--- src/rtl/debug_pkg.sv ---
// Shared constants for the debug display scanner: blank patterns, the hex
// segment table and the button debounce state encodings.
package debug_pkg;

    localparam logic [7:0] SEG_BLANK = 8'hFF;
    localparam logic [3:0] AN_OFF    = 4'b1111;

    // Active-low {g,f,e,d,c,b,a}; entry 15 (F) is the leftmost element.
    localparam logic [15:0][6:0] HEX_SEG_TABLE = {
        7'h0E, 7'h06, 7'h21, 7'h46, 7'h03, 7'h08, 7'h10, 7'h00,
        7'h78, 7'h02, 7'h12, 7'h19, 7'h30, 7'h24, 7'h79, 7'h40
    };

    typedef enum logic [2:0] {
        DB_IDLE    = 3'd0,
        DB_ARMING  = 3'd1,
        DB_PRESSED = 3'd2,
        DB_HELD    = 3'd3,
        DB_RELEASE = 3'd4
    } db_state_t;

endpackage

--- src/rtl/hex_to_seg7.sv ---
// Combinational nibble to active-low seven-segment decoder.
module hex_to_seg7
    import debug_pkg::*;
(
    input  logic [3:0] i_nibble,
    output logic [6:0] o_seg
);

    assign o_seg = HEX_SEG_TABLE[i_nibble];

endmodule

--- src/rtl/debug_display_scan_ctrl.sv ---
// Multiplexes one of four 16-bit debug words onto a 4-digit 7-segment display,
// with page selection by debounced pushbutton or automatic rotation.
module debug_display_scan_ctrl
    import debug_pkg::*;
#(
    parameter int SCAN_DIV     = 100000,
    parameter int DEBOUNCE_CYC = 500000,
    parameter int AUTO_FRAMES  = 256
) (
    input  logic        CLK,
    input  logic        Reset,
    input  logic [15:0] dbg_word0,
    input  logic [15:0] dbg_word1,
    input  logic [15:0] dbg_word2,
    input  logic [15:0] dbg_word3,
    input  logic        btn_next,
    input  logic        auto_en,
    output logic [3:0]  AN,
    output logic [7:0]  SEG,
    output logic [1:0]  page
);

    localparam int PW = (SCAN_DIV > 1) ? $clog2(SCAN_DIV) : 1;
    localparam int DW = $clog2(DEBOUNCE_CYC + 1);
    localparam int AW = $clog2(AUTO_FRAMES + 1);
    localparam logic [PW-1:0] PRESC_LAST = PW'(SCAN_DIV - 1);
    localparam logic [DW-1:0] DB_LAST    = DW'(DEBOUNCE_CYC - 1);
    localparam logic [AW-1:0] AUTO_LAST  = AW'(AUTO_FRAMES - 1);

    logic [PW-1:0] r_presc;
    logic [1:0]    r_digit;
    logic [1:0]    r_page;
    logic [1:0]    r_pending;
    logic [15:0]   r_snapshot;
    logic [AW-1:0] r_auto_cnt;
    logic [3:0]    r_an;
    logic [7:0]    r_seg;
    logic          r_sync1;
    logic          r_sync2;
    db_state_t     r_db_state;
    logic [DW-1:0] r_db_cnt;

    db_state_t     w_db_state_next;
    logic [DW-1:0] w_db_cnt_next;
    logic          w_btn_pulse;
    logic          w_slot_tick;
    logic          w_frame_tick;
    logic          w_auto_pulse;
    logic [6:0]    w_seg7;
    logic [15:0]   w_words [4];

    assign w_words[0] = dbg_word0;
    assign w_words[1] = dbg_word1;
    assign w_words[2] = dbg_word2;
    assign w_words[3] = dbg_word3;

    assign w_slot_tick  = (r_presc == PRESC_LAST);
    assign w_frame_tick = w_slot_tick && (r_digit == 2'd3);
    assign w_auto_pulse = auto_en && w_frame_tick && (r_auto_cnt == AUTO_LAST);

    // The digit being lit this slot reads the snapshot before any frame update,
    // so digit 3 still shows the old word while the new one is latched.
    hex_to_seg7 u_hex (
        .i_nibble (r_snapshot[{r_digit, 2'b00} +: 4]),
        .o_seg    (w_seg7)
    );

    always_ff @(posedge CLK or negedge Reset) begin
        if (!Reset) begin
            r_presc    <= '0;
            r_digit    <= 2'd0;
            r_page     <= 2'd0;
            r_pending  <= 2'd0;
            r_snapshot <= 16'h0000;
            r_auto_cnt <= '0;
            r_an       <= AN_OFF;
            r_seg      <= SEG_BLANK;
            r_sync1    <= 1'b0;
            r_sync2    <= 1'b0;
            r_db_state <= DB_IDLE;
            r_db_cnt   <= '0;
        end else begin
            r_presc    <= w_slot_tick ? '0 : r_presc + PW'(1);
            r_sync1    <= btn_next;
            r_sync2    <= r_sync1;
            r_db_state <= w_db_state_next;
            r_db_cnt   <= w_db_cnt_next;
            if (w_slot_tick) begin
                r_digit <= r_digit + 2'd1;
                r_an    <= ~(4'b0001 << r_digit);
                r_seg   <= {(r_digit != r_page), w_seg7};
            end
            if (w_frame_tick) begin
                r_page     <= r_pending;
                r_snapshot <= w_words[r_pending];
            end
            // Button and auto requests in the same cycle merge into one step.
            if (w_btn_pulse || w_auto_pulse) begin
                r_pending <= r_pending + 2'd1;
            end
            if (!auto_en || w_btn_pulse) begin
                r_auto_cnt <= '0;
            end else if (w_frame_tick) begin
                r_auto_cnt <= (r_auto_cnt == AUTO_LAST) ? '0 : r_auto_cnt + AW'(1);
            end
        end
    end

    always_comb begin
        w_db_state_next = r_db_state;
        w_db_cnt_next   = r_db_cnt;
        w_btn_pulse     = 1'b0;
        case (r_db_state)
            DB_IDLE: begin
                if (r_sync2) begin
                    w_db_state_next = DB_ARMING;
                    w_db_cnt_next   = '0;
                end
            end
            DB_ARMING: begin
                if (!r_sync2) begin
                    w_db_state_next = DB_IDLE;
                end else if (r_db_cnt == DB_LAST) begin
                    w_db_state_next = DB_PRESSED;
                end else begin
                    w_db_cnt_next = r_db_cnt + DW'(1);
                end
            end
            DB_PRESSED: begin
                w_btn_pulse     = 1'b1;
                w_db_state_next = DB_HELD;
            end
            DB_HELD: begin
                if (!r_sync2) begin
                    w_db_state_next = DB_RELEASE;
                    w_db_cnt_next   = '0;
                end
            end
            DB_RELEASE: begin
                if (r_sync2) begin
                    w_db_state_next = DB_HELD;
                end else if (r_db_cnt == DB_LAST) begin
                    w_db_state_next = DB_IDLE;
                end else begin
                    w_db_cnt_next = r_db_cnt + DW'(1);
                end
            end
            default: begin
                w_db_state_next = DB_IDLE;
            end
        endcase
    end

    assign AN   = r_an;
    assign SEG  = r_seg;
    assign page = r_page;

endmodule
--- config.mk ---
export PLATFORM = sky130hd
export DESIGN_NAME = debug_display_scan_ctrl
export DESIGN_NICKNAME = d
export VERILOG_FILES = /design/src/rtl/debug_pkg.sv /design/src/rtl/hex_to_seg7.sv /design/src/rtl/debug_display_scan_ctrl.sv
export SDC_FILE = /design/constraint.sdc
export NUM_CORES = 1
export LEC_CHECK = 0
export CAP_MARGIN = 10
export CELL_PAD_IN_SITES_DETAIL_PLACEMENT = 0
export CELL_PAD_IN_SITES_GLOBAL_PLACEMENT = 2
export CORE_MARGIN = 2
export CORE_UTILIZATION = 36
export DETAILED_ROUTE_END_ITERATION = 8
export PLACE_DENSITY_LB_ADDON = 0.1
export RECOVER_POWER = 25
export SYNTH_ARGS = -nofsm -noshare
export SYNTH_HDL_FRONTEND = slang
export SYNTH_SLANG_ARGS = --single-unit
--- constraint.sdc ---
create_clock -name CLK -period 3.3 [get_ports CLK]
set_input_delay 0.33 -clock CLK [delete_from_list [all_inputs] [get_ports CLK]]
set_output_delay 0.33 -clock CLK [all_outputs]
set_load 0.05 [all_outputs]
# --- Word-level counts from Yosys, hierarchy flattened ---
# Memory sizes are Yosys's and may differ from the RTL's. A register that Yosys moved wholly into a read port is not among the register bits.
# Index checks and enable logic that the tools add are counted.
word_totals:
  output_inout_bits: 14
  register_bits: 84
  wordCells: 73
  rom_bits: 112
  n_memories: 1
memory_table:
  columns: ["name", "depth", "width", "read_ports", "rd_ports_with_merged_regs", "write_ports", "line", "text"]
  rows:
  - ["(name not given)", 16, 7, 1, 1, 0, "hex_to_seg7.sv:9", "assign o_seg = HEX_SEG_TABLE[i_nibble];"]
classes:
  n_shift: 2
  n_reduce_logical: 12
  eq_ne: 15
  n_addsub: 5
  mux: 22
  n_bitwise: 2
  order_cmp: 2
ops:
  columns: ["op", "count"]
  rows:
  - ["2-to-1 mux 19 bit", 5]
  - ["one-hot mux 19 bit (4 select lines)", 1]
  - ["binary-select mux 16 bit (select 2 bit)", 1]
  - ["2-to-1 mux 16 bit", 2]
  - ["2-to-1 mux 9 bit", 3]
  - ["adder 19 x 1 -> 19 bit (second input constant)", 1]
  - ["== test 19 bit (second input constant)", 1]
  - ["2-to-1 mux 3 bit", 6]
  - ["adder 17 x 1 -> 17 bit (second input constant)", 1]
  - ["== test 17 bit (second input constant)", 1]
  - ["2-to-1 mux 17 bit", 1]
  - ["indexed part select 16 x 5 -> 4 bit", 1]
  - ["one-hot mux 3 bit (5 select lines)", 1]
  - ["adder 9 x 1 -> 9 bit (second input constant)", 1]
  - ["== test 9 x 8 -> 1 bit (second input constant)", 1]
  - ["!= test 2 bit (second input constant)", 4]
  - ["2-to-1 mux 7 bit", 1]
  - ["== test 3 x 2 -> 1 bit (second input constant)", 2]
  - ["!= test 3 bit (second input constant)", 2]
  - ["< comparator 4 x 5 -> 1 bit (second input constant)", 1]
  - ["AND reduction 5 bit", 1]
  - ["adder 2 x 1 -> 2 bit (second input constant)", 2]
  - ["NOT 4 bit", 1]
  - ["AND reduction 4 bit", 1]
  - ["14 further kinds", 18]

# --- Depth between registers and ports, before layout ---
# Gate-level depths: netlist (run 1).
logic_depth:
  word_depth: 5
  ltp_mapped: 7

# --- Modules after synthesis ---
# Synthesis (run 1) repeated with hierarchy kept, for this count alone.
unflattened:
  cells_unflattened: 487
  hier_area_um2: 4735.8
modules_own_cells:
  columns: ["mod", "n_inst", "area_each_um2", "cells_per_inst"]
  rows:
  - ["debug_display_scan_ctrl", 1, 4460.5, 455]
  - ["hex_to_seg7", 1, 275.3, 32]

# --- Worst setup path before layout (run 1) ---
# Ideal clock, no wire load.
synth_timing:
  kind: "register to register"
  from: "register r_digit[0]"
  to: "register r_seg[3] (netlist: SEG[3])"
  n_path_buf: 1
  arrival_time_ns: 1.861
  period_less_slack_ns: 1.939
  t_required_ns: 3.221
  slack_ns: 1.361
  setup_ns: 0.079
  stages_incl_launch_ff: 8
  path_cell_list: "dfrtp_1 buf_2 mux4_2 inv_1 ha_1 o211ai_1 o21ai_0 o21ai_0"
synth_between:
  elab_chain_cells: 1
synth_rtl:
  columns: ["item", "line", "text"]
  rows:
  - ["start: declaration", "debug_display_scan_ctrl.sv:31", "logic [1:0] r_digit;"]
  - ["start signal: assignment", "debug_display_scan_ctrl.sv:89", "r_digit <= r_digit + 2'd1;"]
  - ["indexed part select 16 x 5 -> 4 bit", "debug_display_scan_ctrl.sv:64", ".i_nibble (r_snapshot[{r_digit, 2'b00} +: 4]),"]
  - ["end: declaration", "debug_display_scan_ctrl.sv:37", "logic [7:0] r_seg;"]
# Every way passes these cells.
# A chain may end at the register's enable or synchronous reset.

# --- Final worst setup path (run 1) ---
layout_timing:
  from: "register r_db_state[2]"
  to: "register r_db_cnt[0]"
layout_between:
  elab_chain_cells: 3
  elab_cells_between_ends: 11
  classes_between: "eq/ne: 7; mux: 1; reduce/logical: 3"
layout_rtl:
  columns: ["item", "line", "text"]
  rows:
  - ["start: declaration", "debug_display_scan_ctrl.sv:40", "db_state_t r_db_state;"]
  - ["start signal: assignment", "debug_display_scan_ctrl.sv:86", "r_db_state <= w_db_state_next;"]
  - ["== test 3 bit (tied with other cells)", "debug_display_scan_ctrl.sv:113", "case (r_db_state)"]
  - ["nonzero test 4 bit (no line) or != test 2 bit (tied branches)", null, null]
  - ["AND reduction 5 bit (no line)", null, null]
  - ["end signal: assignment", "debug_display_scan_ctrl.sv:87", "r_db_cnt <= w_db_cnt_next;"]
  - ["end: declaration", "debug_display_scan_ctrl.sv:41", "logic [DW-1:0] r_db_cnt;"]
# Several ways; a longest one is shown, not always the timed one.

==> insert_results.sql, run 1 <==
INSERT INTO impl_metrics (metric_group, metric, value, unit) VALUES
('status', 'outcome', 'complete, but fails checks', ''),
('status', 'violations', 'max-capacitance violations, max-slew violations', ''),
('sta', 'finalSetupTns', '0', 'ps'),
('synth', 'post-synth-top-area-cell', 'sky130_fd_sc_hd__dfrtp_1', ''),
('synth', 'syn_area', '0.00471', 'sq mm'),
('final_layout', 'post_synthesis_to_final_layout_area_growth', '27.0', '%'),
('sta', 'maxSlewViolCount', '42', ''),
('final_layout', 'most_used_cells_in_the_layout_excluding_fill_and_tap_cells', 'sky130_fd_sc_hd__nand2_1, sky130_fd_sc_hd__clkdlybuf4s50_1, sky130_fd_sc_hd__dfrtp_1', ''),
('synth', 'post_synth_fa_ha_maj_area_fraction', '3.45', '%'),
('sta', 'transition_time_at_the_pin_with_the_least_slew_margin', '2420', 'ps'),
('critical_path', 'worst_path_cell_chain', 'or3b_4 -> a21oi_4 -> nor2_1 -> o21ai_0 -> o21ai_0', ''),
('sta', 'maximum_clock_rate', '0.430', 'GHz'),
('place', 'routabilityCongestion', '0.738', ''),
('synth', 'synthDistinctLibCells', '60', ''),
('critical_path', 'required', '3480', 'ps'),
('synth', 'ys.warnings.count', '0', ''),
('synth', 'synthArstFlopShare', '100', '%'),
('clock_tree', 'holdBufCountCts', '0', ''),
('global_routing', 'grt_antenna_before_repair', '0', ''),
('sta', 'grt_setup_unrepaired', 'no', ''),
('final_layout', 'post-route-cell-area', '0.00598', 'sq mm'),
('detailed_routing', 'wl_per_cell', '15.4', 'um'),
('clock_tree', 'cts-root-buf', 'sky130_fd_sc_hd__clkbuf_16', ''),
('critical_path', 'crit_fanout', '13', ''),
('pwr', 'power.combinational.fraction', '23.1', '%'),
('synth', 'synthSimpleGateAreaFrac', '22.2', '%'),
('global_routing', 'vias_in_the_first_global_route', '3696', ''),
('detailed_routing', 'post_detailed_route_count_of_antenna_violating_nets', '0', ''),
('place', 'hpwl', '7980', 'um'),
('place', 'buffer_ports.inserted', '81', ''),
('floorplan', 'floorplan.die_area', '0.0140', 'sq mm'),
('detailed_routing', 'drt-initial-drc-count', '206', ''),
('critical_path', 'ff2ff_path_depth', '5', ''),
('critical_path', 'critPathCaptureType', 'register', ''),
('clock_tree', 'cts_inserted_buffers', '9', ''),
('critical_path', 'worst_setup_sp_type', 'register', ''),
('synth', 'synth_top_family_by_area', 'simple AND/OR/NAND/NOR gates', ''),
('clock_tree', 'postCtsSetupBuffers', '0', ''),
('pwr', 'power.static_leakage', '0.00247', 'uW'),
('floorplan', 'core_area', '0.0127', 'sq mm'),
('pwr', 'ir_drop', '267', 'uV'),
('synth', 'synth_area_in_compound_gates', '10.4', '%'),
('pwr', 'power.switching_fraction', '28.7', '%'),
('pwr', 'fin_total_pwr', '2860', 'uW'),
('critical_path', 'critPathBufInv', '0', ''),
('sta', 'finalSetupViolCount', '0', ''),
('final_layout', 'drive_above_1_share', '12.9', '%'),
('sta', 'skew', '11.6', 'ps'),
('sta', 'finalCritPeriodShare', '70.5', '%'),
('global_routing', 'grtUsageMet3', '3.52', '%'),
('synth', 'yosys.area_share.xor_xnor', '4.65', '%'),
('global_routing', 'grtUsageMet2', '24.9', '%'),
('synth', 'synth_top_flop_cell', 'sky130_fd_sc_hd__dfrtp_1', ''),
('sta', 'finalHoldViolations', '0', ''),
('critical_path', 'max_stage_delay', '630', 'ps'),
('synth', 'synth-edff-count', '0', ''),
('global_routing', 'globalRouteTotalUtil', '16.6', '%'),
('global_routing', 'gr-total-overflow', '0', ''),
('critical_path', 'critical-path-top-cell-by-count', 'sky130_fd_sc_hd__o21ai_0', ''),
('job', 'drv_cap', '1', ''),
('clock_tree', 'max-clock-path-buffers', '2', ''),
('critical_path', 'worstSetupPathType', 'reg2reg', ''),
('sta', 'max-slew-margin-rel', '-61.5', '%'),
('clock_tree', 'numClockSinks', '84', ''),
('critical_path', 'critPathTopFamily', 'compound AO/OA/AOI/OAI gates', ''),
('sta', 'post-route-min-period', '2330', 'ps'),
('synth', 'synth.ff_latch_count', '84', ''),
('floorplan', 'die_y', '118', 'um'),
('clock_tree', 'tritoncts_clock_tree', 'yes', ''),
('synth', 'ys_top_cells_by_area', 'sky130_fd_sc_hd__dfrtp_1, sky130_fd_sc_hd__mux4_2, sky130_fd_sc_hd__nand2_1', ''),
('clock_tree', 'clk_transition_reported_paths', '60', 'ps');
cell families after synthesis:
group / count (synthesis)
flops: 84
buf+inv: 36
mux: 25
simple gates: 212
xor+xnor: 25
compound gates: 74
fa+ha+maj: 13
per-stage QoR:
step,hold WS (ps),util (%),instances
final,359,47.0,724
after global routing,372,47.0,724
after CTS,241,46.9,723
after detailed placement,352,44.5,707
after global placement,337,44.5,707
after floorplan,34.4,-,469
cell usage after synthesis (2+ instances only):
master,count
sky130_fd_sc_hd__buf_1,2
sky130_fd_sc_hd__a21o_2,2
sky130_fd_sc_hd__nand2b_1,2
sky130_fd_sc_hd__nand4_1,10
sky130_fd_sc_hd__buf_2,3
sky130_fd_sc_hd__a21oi_1,13
sky130_fd_sc_hd__o221ai_1,3
sky130_fd_sc_hd__mux4_2,20
sky130_fd_sc_hd__dfrtp_1,72
sky130_fd_sc_hd__or2b_2,3
sky130_fd_sc_hd__ha_1,13
sky130_fd_sc_hd__buf_6,2
sky130_fd_sc_hd__or4_1,8
sky130_fd_sc_hd__nor2b_1,2
sky130_fd_sc_hd__dfstp_2,12
sky130_fd_sc_hd__inv_1,15
sky130_fd_sc_hd__xnor2_1,11
sky130_fd_sc_hd__o211ai_1,8
sky130_fd_sc_hd__a31oi_1,2
sky130_fd_sc_hd__and2_1,7
sky130_fd_sc_hd__nor3_1,6
sky130_fd_sc_hd__and3_1,6
sky130_fd_sc_hd__nor2_1,36
sky130_fd_sc_hd__o31ai_1,7
sky130_fd_sc_hd__o21ai_0,26
sky130_fd_sc_hd__nor4bb_1,4
sky130_fd_sc_hd__xor2_1,14
sky130_fd_sc_hd__mux2i_1,2
sky130_fd_sc_hd__nand3_1,20
sky130_fd_sc_hd__clkbuf_1,11
sky130_fd_sc_hd__nand3b_1,3
sky130_fd_sc_hd__o21a_1,2
sky130_fd_sc_hd__nand2_1,90
sky130_fd_sc_hd__mux2_2,3
sky130_fd_sc_hd__and3_2,4
power by group through the flow:
stage	registers (uW)	clock network [uW]	logic, uW
after global routing	1210	1090	725
final	1190	1010	661
after floorplan	1110	0	558
after detailed placement	1220	0	668
after CTS	1200	1050	670
after global placement	1210	0	666
final timing paths:
check	startpoint	to	slack, ps
worst max-delay path	r_db_state[2]	r_db_cnt[0]	970
worst min-delay path	r_sync1	r_sync2	360
worst max register to register	r_db_state[2]	r_db_cnt[0]	970
worst min register to register	r_sync1	r_sync2	360
max in group asynchronous	Reset	r_db_cnt[14]	1180
min in group asynchronous	Reset	r_presc[10]	720
per-layer routing:
metal / vias to the layer above / wire (um)
met5: - / 0
met4: 0 / 145
met3: 9 / 458
met2: 80 / 5100
met1: 1814 / 5480
li1: 1828 / -
area by class of cell:
class / instances / area (sq um)
flip-flops and latches: 84 / 2120
well taps: 172 / 215
fillers: 1255 / 6740
clock buffers: 16 / 302
inverters: 15 / 56.3
multi-input cells: 349 / 2420
repair buffers: 88 / 870
state kept, by name, indices dropped and copies added, names as in the netlist:
signal      cells
r_digit         2
r_sync2         1
r_snapshot     16
SEG             8
r_db_state      3
page            2
r_db_cnt       19
r_auto_cnt      9
r_presc        17
AN              4
r_sync1         1
r_pending       2
No activity file was read; power rests on OpenSTA's default activity.
==> run 2, diff against run 1 <==
--- a/config.mk
+++ b/config.mk
@@ -9,7 +9,7 @@
 export CELL_PAD_IN_SITES_DETAIL_PLACEMENT = 0
 export CELL_PAD_IN_SITES_GLOBAL_PLACEMENT = 2
 export CORE_MARGIN = 2
-export CORE_UTILIZATION = 36
+export CORE_UTILIZATION = 30
 export DETAILED_ROUTE_END_ITERATION = 8
 export PLACE_DENSITY_LB_ADDON = 0.1
 export RECOVER_POWER = 25
==> constraint.sdc (replaced) <==
create_clock -name CLK -period 1.94 [get_ports CLK]
set_input_delay 0.194 -clock CLK [delete_from_list [all_inputs] [get_ports CLK]]
set_output_delay 0.194 -clock CLK [all_outputs]
set_load 0.05 [all_outputs]
==> insert_results.sql, run 2 (synthesis results as in run 1) <==
INSERT INTO impl_metrics (metric_group, metric, value, unit) VALUES
('place', 'routabilityCongestion', '0.808', ''),
('detailed_routing', 'via_count', '3979', ''),
('clock_tree', 'numClockSinks', '84', ''),
('floorplan', 'fp.dieW', '129', 'um'),
('clock_tree', 'clk-insertion-delay-late', '340', 'ps'),
('final_layout', 'reg.largest.list', 'r_db_cnt x19, r_presc x17, r_snapshot x16', ''),
('floorplan', 'initial_core_util', '30.9', '%'),
('global_routing', 'wire_length_of_the_first_global_routing_pass', '20000', 'um'),
('sta', 'transition_time_at_the_pin_with_the_least_slew_margin', '692', 'ps'),
('global_routing', 'globalRouteTotalUtil', '15.2', '%'),
('sta', 'maximum_clock_rate', '0.537', 'GHz'),
('critical_path', 'worst-endpoint-arrival', '2140', 'ps'),
('global_routing', 'gr-total-overflow', '0', ''),
('clock_tree', 'clk_transition_reported_paths', '60', 'ps'),
('critical_path', 'slowest_stage', 'sky130_fd_sc_hd__or4_1', ''),
('floorplan', 'fp-row-count', '45', ''),
('place', 'hpwl', '9130', 'um'),
('detailed_routing', 'drt-initial-drc-count', '173', ''),
('critical_path', 'worstSetupPathType', 'reg2reg', ''),
('global_routing', 'grt_start_max_net_pins', '38', ''),
('sta', 'max-slew-margin-rel', '53.9', '%'),
('detailed_routing', 'routed_wl', '12400', 'um'),
('critical_path', 'critPathBufInv', '0', ''),
('sta', 'finalCritPeriodShare', '96.1', '%'),
('place', 'place_area', '0.00618', 'sq mm'),
('final_layout', 'max_flop_register', 'r_db_cnt', ''),
('final_layout', 'antenna_diode_count', '0', ''),
('pwr', 'ir_drop', '470', 'uV'),
('final_layout', 'post-route-cell-area', '0.00668', 'sq mm'),
('critical_path', 'critPathTopFamily', 'simple AND/OR/NAND/NOR gates', ''),
('global_routing', 'grt_antenna_before_repair', '0', ''),
('critical_path', 'crit_fanout', '8', ''),
('pwr', 'fin_total_pwr', '5240', 'uW'),
('sta', 'whs', '347', 'ps'),
('detailed_routing', 'drt_pre_antenna_iters', '4', ''),
('sta', 'timing.final.ws_setup', '76.6', 'ps'),
('clock_tree', 'cts-root-buf', 'sky130_fd_sc_hd__clkbuf_16', ''),
('pwr', 'cellPowerDensity', '785', 'mW/mm^2'),
('sta', 'finalSetupViolCount', '0', ''),
('pwr', 'power.static_leakage', '0.00283', 'uW'),
('final_layout', 'most_used_cells_in_the_layout_excluding_fill_and_tap_cells', 'sky130_fd_sc_hd__nand2_1, sky130_fd_sc_hd__clkdlybuf4s50_1, sky130_fd_sc_hd__dfrtp_1', ''),
('critical_path', 'critPathCaptureType', 'register', ''),
('critical_path', 'max_stage_delay', '510', 'ps'),
('status', 'outcome', 'finished, final reports clean', ''),
('detailed_routing', 'drc_errors', '0', ''),
('clock_tree', 'max-clock-path-buffers', '2', ''),
('final_layout', 'largest_register_ff_count', '19', ''),
('sta', 'finalHoldViolations', '0', ''),
('detailed_routing', 'post_detailed_route_count_of_antenna_violating_nets', '0', ''),
('critical_path', 'required', '2210', 'ps'),
('job', 'drv_cap', '0', ''),
('floorplan', 'top_level_ports', '82', ''),
('floorplan', 'core_area', '0.0153', 'sq mm'),
('final_layout', 'final_util', '43.8', '%'),
('final_layout', 'final_nets', '694', ''),
('sta', 'grt_setup_unrepaired', 'yes', ''),
('sta', 'post-route-min-period', '1860', 'ps'),
('floorplan', 'die_y', '129', 'um'),
('clock_tree', 'tritoncts_clock_tree', 'yes', ''),
('detailed_routing', 'wl_per_cell', '14.9', 'um'),
('detailed_routing', 'drt-vias-per-instance', '4.80', ''),
('clock_tree', 'cts-htree-levels', '3', ''),
('sta', 'skew', '6.21', 'ps'),
('sta', 'maxSlewViolCount', '0', ''),
('floorplan', 'floorplan.die_area', '0.0167', 'sq mm'),
('critical_path', 'worst_path_cell_chain', 'or3b_4 -> a21oi_4 -> o2111ai_4 -> or4_1 -> nand2_1', ''),
('clock_tree', 'cts_inserted_buffers', '9', ''),
('final_layout', 'commonest_non_fill_non_tap_cell_in_the_layout', 'sky130_fd_sc_hd__nand2_1', ''),
('final_layout', 'post_synthesis_to_final_layout_area_growth', '41.8', '%'),
('final_layout', 'drive_above_1_share', '25.7', '%'),
('place', 'buffer_ports.inserted', '81', ''),
('critical_path', 'worst_setup_sp_type', 'register', ''),
('global_routing', 'vias_in_the_first_global_route', '3996', ''),
('hold_path', 'timing.hold.worst.class', 'reg2reg', ''),
('place', 'dp_slack', '-59.8', 'ps');
[run 2: cell count changes in the layout (fill, tap and decap cells not counted), sizes merged]
cell / before / now
bufinv: 0 / 1
clkinvlp: 0 / 1
clkinv: 0 / 1
mux4: 20 / 21
buf: 7 / 71
dlygate4sd3: 1 / 2
clkbuf: 17 / 15
clkdlybuf4s50: 79 / 78
[run 2: repair_timing]
item                                   in CTS  in global routing
pin swaps                                   0                  7
setup buffers                               0                  7
setup endpoints to repair                  17                 47
hold buffers                                1                  0
endpoints found under the hold margin      14                  0
gates resized for setup                     5                 27
cloned                                      0                  1
[run 2: routing by layer]
metal  vias to the layer above  GRT usage (%)  wire length [um]
met5                         -              0                 0
met3                        10           2.64               449
met1                      1923           21.9              6280
li1                       1972              -                 -
met4                         0           5.50               136
met2                        74           22.9              5500
[run 2: final cells by class]
type / instances / area [sq um]
clock buffer: 13 / 280
clock inverter: 3 / 42.5
fill: 1509 / 8580
inverter: 15 / 56.3
multi-input combinational: 350 / 2530
sequential: 84 / 2120
tap: 211 / 264
timing repair buffer: 153 / 1390
[run 2: per-stage QoR]
step,TNS (ps),instances
floorplan,0,469
global placement,-286,804
detailed placement,-249,804
CTS,0,821
global route,-130,829
finish,0,829
[run 2: power by group]
part | switching (uW) | internal (uW) | leakage, uW
logic | 764 | 781 | 0.00166
clock network | 695 | 1140 | 0.000158
registers | 47.7 | 1820 | 0.00102
total | 1510 | 3740 | 0.00283
[run 2: path summary, 6_finish.rpt]
path                               start      endpoint  slack [ps]  cells past startpoint
min                              r_sync1       r_sync2         350                      0
max reg2reg                r_db_state[2]  r_db_cnt[15]          80                      5
max                        r_db_state[2]  r_db_cnt[15]          80                      5
max in group asynchronous          Reset    r_digit[0]         430                      3
min reg2reg                      r_sync1       r_sync2         350                      0
min in group asynchronous          Reset    r_presc[8]         430                      2
[run 2: worst register-to-register path, delay by kind of cell, from the launching register on]
family	cells	cell delay [ps]
compound gates	2	380
flops	1	410
simple gates	3	1010
